--- config.mk ---
export PLATFORM = sky130hd
export DESIGN_NAME = sme_feeder
export DESIGN_NICKNAME = d
export VERILOG_FILES = /design/src/rtl/sme_pkg.sv /design/src/rtl/sme_frame_buf.sv /design/src/rtl/sme_feeder.sv
export SDC_FILE = /design/constraint.sdc
export NUM_CORES = 1
export LEC_CHECK = 0
export ABC_AREA = 1
export CAP_MARGIN = 40
export CELL_PAD_IN_SITES_DETAIL_PLACEMENT = 1
export CELL_PAD_IN_SITES_GLOBAL_PLACEMENT = 2
export CORE_MARGIN = 2
export CORE_UTILIZATION = 23
export CTS_CLUSTER_SIZE = 12
export DETAILED_ROUTE_END_ITERATION = 10
export PLACE_DENSITY_LB_ADDON = 0.05
export REMOVE_ABC_BUFFERS = 1
export SYNTH_ARGS = -nofsm -noshare
export SYNTH_HDL_FRONTEND = slang
export SYNTH_SLANG_ARGS = --single-unit
--- constraint.sdc ---
create_clock -name clk -period 3.6 [get_ports clk]
set_input_delay 0.72 -clock clk [delete_from_list [all_inputs] [get_ports clk]]
set_output_delay 0.72 -clock clk [all_outputs]
set_load 0.02 [all_outputs]
--- src/rtl/sme_pkg.sv ---
// Shared definitions for the SME feeder: control byte codes, size defaults,
// FSM state and frame type enums, and a byte classifier.
package sme_pkg;

   localparam logic [7:0] CTRL_END = 8'h00;
   localparam logic [7:0] CTRL_STR = 8'h01;
   localparam logic [7:0] CTRL_PAT = 8'h02;

   localparam int STR_MAX_DEF = 32;
   localparam int PAT_MAX_DEF = 8;

   typedef enum logic [1:0] {
      ST_IDLE,
      ST_COLLECT,
      ST_BURST,
      ST_WAIT
   } state_t;

   typedef enum logic {
      FRM_STR,
      FRM_PAT
   } frame_t;

   typedef enum logic [1:0] {
      BYTE_DATA,
      BYTE_STR,
      BYTE_PAT,
      BYTE_END
   } byte_kind_t;

   function automatic byte_kind_t classify(input logic [7:0] b);
      case (b)
         CTRL_END: return BYTE_END;
         CTRL_STR: return BYTE_STR;
         CTRL_PAT: return BYTE_PAT;
         default:  return BYTE_DATA;
      endcase
   endfunction

endpackage

--- src/rtl/sme_frame_buf.sv ---
// Frame buffer for the SME feeder: DEPTH x 8 register file, one synchronous
// write port and one combinational read port. Pointers live in the feeder.
module sme_frame_buf #(
   parameter int DEPTH = 32,
   parameter int AW    = $clog2(DEPTH)
) (
   input  logic          clk,
   input  logic          wr_en,
   input  logic [AW-1:0] wr_addr,
   input  logic [7:0]    wr_data,
   input  logic [AW-1:0] rd_addr,
   output logic [7:0]    rd_data
);

   logic [7:0] mem [DEPTH];

   // NOTE: storage is not reset; the feeder's count defines which entries are live.
   always_ff @(posedge clk) begin
      if (wr_en) mem[wr_addr] <= wr_data;
   end

   assign rd_data = mem[rd_addr];

endmodule

--- src/rtl/sme_feeder.sv ---
// Framing stage in front of the SME: parses header/end bytes, buffers a frame,
// replays it as a gap-free burst. Optional WAIT watchdog: SME_FEEDER_TIMEOUT_EN.
module sme_feeder
   import sme_pkg::*;
#(
   parameter int STR_MAX     = STR_MAX_DEF,
   parameter int PAT_MAX     = PAT_MAX_DEF,
   parameter int TIMEOUT_CYC = 64
) (
   input  logic       clk,
   input  logic       reset,
   input  logic [7:0] in_data,
   input  logic       in_valid,
   output logic       in_ready,
   output logic [7:0] chardata,
   output logic       isstring,
   output logic       ispattern,
   input  logic       sme_valid,
   output logic       err
);

   localparam int AW = $clog2(STR_MAX);
   localparam int CW = AW + 1;

   state_t        state, state_next;
   frame_t        ftype;
   byte_kind_t    kind;
   logic [CW-1:0] count;
   logic [CW-1:0] limit;
   logic [AW-1:0] rd_ptr;
   logic [AW-1:0] rd_addr;
   logic [7:0]    buf_rd_data;
   logic          ovf, have_str;
   logic          take, is_hdr, at_limit, end_ok, last_byte, timeout;
   logic          wr_en, err_next;

   assign kind      = classify(in_data);
   assign take      = in_valid && in_ready;
   assign is_hdr    = (kind == BYTE_STR) || (kind == BYTE_PAT);
   assign limit     = (ftype == FRM_STR) ? CW'(STR_MAX) : CW'(PAT_MAX);
   assign at_limit  = count >= limit;
   assign end_ok    = (count != '0) && ((ftype == FRM_STR) || have_str);
   assign last_byte = ({1'b0, rd_ptr} + CW'(1)) == count;
   assign rd_addr   = (state == ST_BURST) ? rd_ptr + AW'(1) : '0;
   assign in_ready  = (state == ST_IDLE) || (state == ST_COLLECT);

   sme_frame_buf #(.DEPTH(STR_MAX), .AW(AW)) u_buf (
      .clk     (clk),
      .wr_en   (wr_en),
      .wr_addr (count[AW-1:0]),
      .wr_data (in_data),
      .rd_addr (rd_addr),
      .rd_data (buf_rd_data)
   );

`ifdef SME_FEEDER_TIMEOUT_EN
   localparam int TW = $clog2(TIMEOUT_CYC + 1);
   localparam logic [TW-1:0] WAIT_LAST = TW'(TIMEOUT_CYC - 1);
   logic [TW-1:0] wait_cnt;

   always_ff @(posedge clk or posedge reset) begin
      if (reset)                 wait_cnt <= '0;
      else if (state != ST_WAIT) wait_cnt <= '0;
      else                       wait_cnt <= wait_cnt + TW'(1);
   end

   assign timeout = (state == ST_WAIT) && !sme_valid && (wait_cnt == WAIT_LAST);
`else
   logic unused_timeout;
   assign unused_timeout = (TIMEOUT_CYC != 0);
   assign timeout        = 1'b0;
`endif

   always_ff @(posedge clk or posedge reset) begin
      if (reset) state <= ST_IDLE;
      else       state <= state_next;
   end

   always_comb begin
      state_next = state;
      case (state)
         ST_IDLE:    if (take && is_hdr) state_next = ST_COLLECT;
         ST_COLLECT: if (take && kind == BYTE_END) state_next = end_ok ? ST_BURST : ST_IDLE;
         ST_BURST:   if (last_byte) state_next = (ftype == FRM_STR) ? ST_IDLE : ST_WAIT;
         ST_WAIT:    if (sme_valid || timeout) state_next = ST_IDLE;
         default:    state_next = ST_IDLE;
      endcase
   end

   always_comb begin
      // NOTE: defaults first, so no path through the case leaves a latch behind.
      wr_en    = 1'b0;
      err_next = 1'b0;
      case (state)
         ST_IDLE: err_next = take && (kind == BYTE_DATA);
         ST_COLLECT: begin
            if (take) begin
               case (kind)
                  BYTE_DATA: begin
                     wr_en    = !at_limit;
                     err_next = at_limit && !ovf;
                  end
                  BYTE_END: err_next = !end_ok;
                  default:  err_next = 1'b1;
               endcase
            end
         end
         ST_WAIT: err_next = timeout;
         default: ;
      endcase
   end

   // Frame bookkeeping and registered SME outputs.
   always_ff @(posedge clk or posedge reset) begin
      if (reset) begin
         ftype     <= FRM_STR;
         count     <= '0;
         ovf       <= 1'b0;
         rd_ptr    <= '0;
         have_str  <= 1'b0;
         chardata  <= '0;
         isstring  <= 1'b0;
         ispattern <= 1'b0;
         err       <= 1'b0;
      end else begin
         err <= err_next;

         if (take && is_hdr) begin
            ftype <= (kind == BYTE_PAT) ? FRM_PAT : FRM_STR;
            count <= '0;
            ovf   <= 1'b0;
         end else if (wr_en) begin
            count <= count + CW'(1);
         end else if (state == ST_COLLECT && take && kind == BYTE_DATA) begin
            ovf <= 1'b1;
         end

         if (state == ST_COLLECT && state_next == ST_BURST) begin
            chardata  <= buf_rd_data;
            isstring  <= (ftype == FRM_STR);
            ispattern <= (ftype == FRM_PAT);
            rd_ptr    <= '0;
         end else if (state == ST_BURST) begin
            if (last_byte) begin
               chardata  <= '0;
               isstring  <= 1'b0;
               ispattern <= 1'b0;
               if (ftype == FRM_STR) have_str <= 1'b1;
            end else begin
               chardata <= buf_rd_data;
               rd_ptr   <= rd_ptr + AW'(1);
            end
         end
      end
   end

endmodule

==> out/qor.csv <==
stage,metric,value,unit
sta,post-route-period-util,80.9,%
sta,finalClockSkew,14.2,ps
cells_and_area,final_cell_area,0.0148,mm2
logic_synthesis,synth.top_cells.by_area,"edfxtp_1 61%, nand2_1 8.2%, nand3_1 6.7%, dfrtp_1 5.3%, nor2_1 5.2%",
logic_synthesis,yosysWarnings,0,
route,routed_wl,44.6,mm
clocking,cts-root-buf,clkbuf_16,
logic_synthesis,yosysMostFrequentCell,nand2_1,
power_and_ir_drop,peakVddDrop,0.000441,V
global_routing,use_met2,25.2,%
logic_synthesis,yosysSeqAreaShare,66.0,%
power_and_ir_drop,leakage,5.85,nW
clocking,htreeDepth,2,
logic_synthesis,synth_common_cells,"277 x nand2_1, 256 x edfxtp_1, 176 x nor2_1",
logic_synthesis,synth_flop_cell,edfxtp_1,
worst_setup_path,regToRegStartpoint,count[3],
clocking,clk_path_buf_depth,3,
logic_synthesis,syn_inst,1244,
sta,finalMaxSlewViolations,0,
global_routing,grt_pass1_vias,9336,
power_and_ir_drop,p_switching,5.22,mW
floorplan,die-area,0.0570,mm2
logic_synthesis,synth_edf_count,256,
sta,fmax,343,MHz
worst_setup_path,required,3760,ps
sta,hold_viol,0,
power_and_ir_drop,combPwrFrac,41.1,%
logic_synthesis,async_flop_share,9.54,%
floorplan,core_area,0.0548,mm2
global_routing,grtUsageMet3,2.73,%
outcome,status,finished clean,
global_routing,grt_pass1_wl,65.2,mm
cells_and_area,layout-drive-gt1-share,8.26,%
power_and_ir_drop,p_clk_share,28.2,%
worst_setup_path,r2r_slack,690,ps
worst_setup_path,crit_path_max_fanout,9,
sta,fin_crit,2910,ps
cells_and_area,finalNetCount,1305,
worst_setup_path,critPathLaunch,count[3],
placed_design,portBuffers,23,
power_and_ir_drop,p_int,7.17,mW
logic_synthesis,syn_avg_cell_area,10.2,um2
sta,finalSetupTns,0,ps
sta,finalSetupViolations,0,
sta,rsz0062_at_grt,no,
logic_synthesis,synth_cell_type_count,37,
worst_setup_path,arrival,3070,ps
route,first_pass_iters,4,
floorplan,fp.dieH,239,um
global_routing,antenna_found_initial,1,
route,drt-initial-drc-count,430,
cells_and_area,fillerInstances,6160,
placed_design,placed_cells,1949,
route,vias,8589,
global_routing,overflow,0,
logic_synthesis,yosysTopAreaCell,edfxtp_1,
clocking,clock-sinks,283,
power_and_ir_drop,sequentialPowerShare,30.7,%
worst_setup_path,crit_path_end,u_buf.mem[10][0],
sta,worst_pin_slew,781,ps
clocking,path_clk_slew,60,ps
logic_synthesis,synthesis.area,0.0127,mm2
cells_and_area,stdcell_count,2012,
floorplan,initial_core_util,23.1,%
global_routing,grt_use_met1,22.9,%
global_routing,grt.busiest_layer,met2,
placed_design,placed_area,0.0137,mm2
job,drv_cap,0,
floorplan,num_rows,86,
clocking,post_cts_resized,0,
power_and_ir_drop,power_density,837,mW/mm2
worst_setup_path,ff2ff_path_depth,10,
clocking,cts_tree,done,
route,drtAntennaViolNets,0,
worst_setup_path,startpoint_type,register,
placed_design,gp_congestion,0.709,
sta,slew_headroom,47.7,%
global_routing,grt_max_degree,66,
route,wire_per_inst,22.1,um
floorplan,dieWidth,239,um
cells_and_area,syn_to_final_growth,16.8,%
clocking,cts_made_buffers,36,
worst_setup_path,regToRegEndpoint,u_buf.mem[10][0],
clocking,post_cts_buffers,0,
clocking,cts.hold.buffers_added,0,
placed_design,dp_hpwl,28.6,mm
route,viasPerCell,4.27,
floorplan,io_pins,24,
clocking,clk_latency,540,ps
global_routing,track_usage,16.0,%
power_and_ir_drop,switching_share,42.1,%
logic_synthesis,ys_ff_latch,283,
hold_path,hold_class,reg -> reg,
worst_setup_path,cp-end-kind,register,
worst_setup_path,worstSetupPathType,reg -> reg,
route,drc_errors,0,
logic_synthesis,synth_top_area_share,60.7,%
-- sequential cells by signal (all words and copies together), names as in the netlist --
name,flops
have_str,1
ispattern,1
chardata,8
u_buf.mem,256
isstring,1
count,6
rd_ptr,5
err,1
ovf,1
state,2
ftype,1
-- cells by family (layout without fill, tap and decap cells) --
| logic type | count (synthesis) | in the layout | share of synthesized area (%) |
|---|---|---|---|
| other | 0 | 1 | 0 |
| buffers and inverters | 223 | 286 | 7.82 |
| adder cells (fa/ha/maj) | 10 | 10 | 0.987 |
| flip-flops | 283 | 283 | 66.0 |
| XOR/XNOR | 4 | 4 | 0.277 |
| AND/OR/NAND/NOR | 645 | 645 | 21.6 |
| AO/OA/AOI/OAI | 79 | 79 | 3.29 |
-- metrics by stage --
step	utilization [%]	worst slack, ps	hold slack, ps	power, mW
final	27.0	687	517	12.4
after global routing	27.0	453	543	13.3
after CTS	27.0	659	529	12.7
after detailed placement	25.0	385	517	9.17
after global placement	25.0	337	518	9.22
after floorplan	-	494	463	6.80
-- critical path, stage by stage, from the launching register on --
cell and delay [ps]:
dfrtp_1 520, inv_2 140, ha_1 290, nand3_1 80
nand3_1 90, a21oi_2 240, nand2_1 170, inv_2 120
nand2_1 80, buf_4 180, nor2_1 600
-- routing by layer --
layer,routed length [um],share of wire (%)
met5,0,0
met4,968,2.2
met3,1620,3.6
met2,19900,45
met1,22100,50
-- power by group through the flow --
stage | clock network [mW] | registers, mW | logic, mW
6_report | 3.49 | 3.80 | 5.09
4_1_cts | 3.62 | 3.81 | 5.31
2_1_floorplan | 0 | 3.87 | 2.94
3_3_place_gp | 0 | 3.88 | 5.34
3_5_place_dp | 0 | 3.87 | 5.30
5_1_grt | 3.73 | 3.82 | 5.78
-- cell type report --
| cell class | instances | area [um2] | share of cell area (%) |
|---|---|---|---|
| Timing Repair Buffer | 51 | 463 | 3.13 |
| Inverter | 173 | 657 | 4.44 |
| Tap cell | 704 | 881 | 5.95 |
| Antenna cell | 1 | 2.50 | 0.0169 |
| Multi-Input combinational cell | 738 | 3330 | 22.5 |
| Clock buffer | 51 | 1010 | 6.81 |
| Sequential cell | 283 | 8360 | 56.5 |
| Clock inverter | 11 | 103 | 0.693 |
-- cells in the final DEF (no fill, tap or decap), drive strengths merged, types with 2 or more instances in the layout --
cell type        n
o31ai            2
clkinv           9
nor3             4
edfxtp         256
a21oi            6
nand3          171
dfrtp           27
ha              10
clkbuf          51
inv            172
bufinv           2
clkdlybuf4s50   15
o21ai           69
buf             36
nor2           182
nor3b            2
nand2          283
xor2             3
-- worst min path at each step --
| stage | from | end | slack [ps] | cells after the start |
|---|---|---|---|---|
| floorplan | ovf | ovf | 460 | 2 |
| global placement | isstring | isstring | 520 | 2 |
| detailed placement | ovf | ovf | 520 | 2 |
| CTS | ovf | ovf | 530 | 2 |
| global route | in_data[6] | u_buf.mem[31][6] | 540 | 1 |
| finish | ovf | ovf | 520 | 2 |
(Power assumes the default switching activity.)
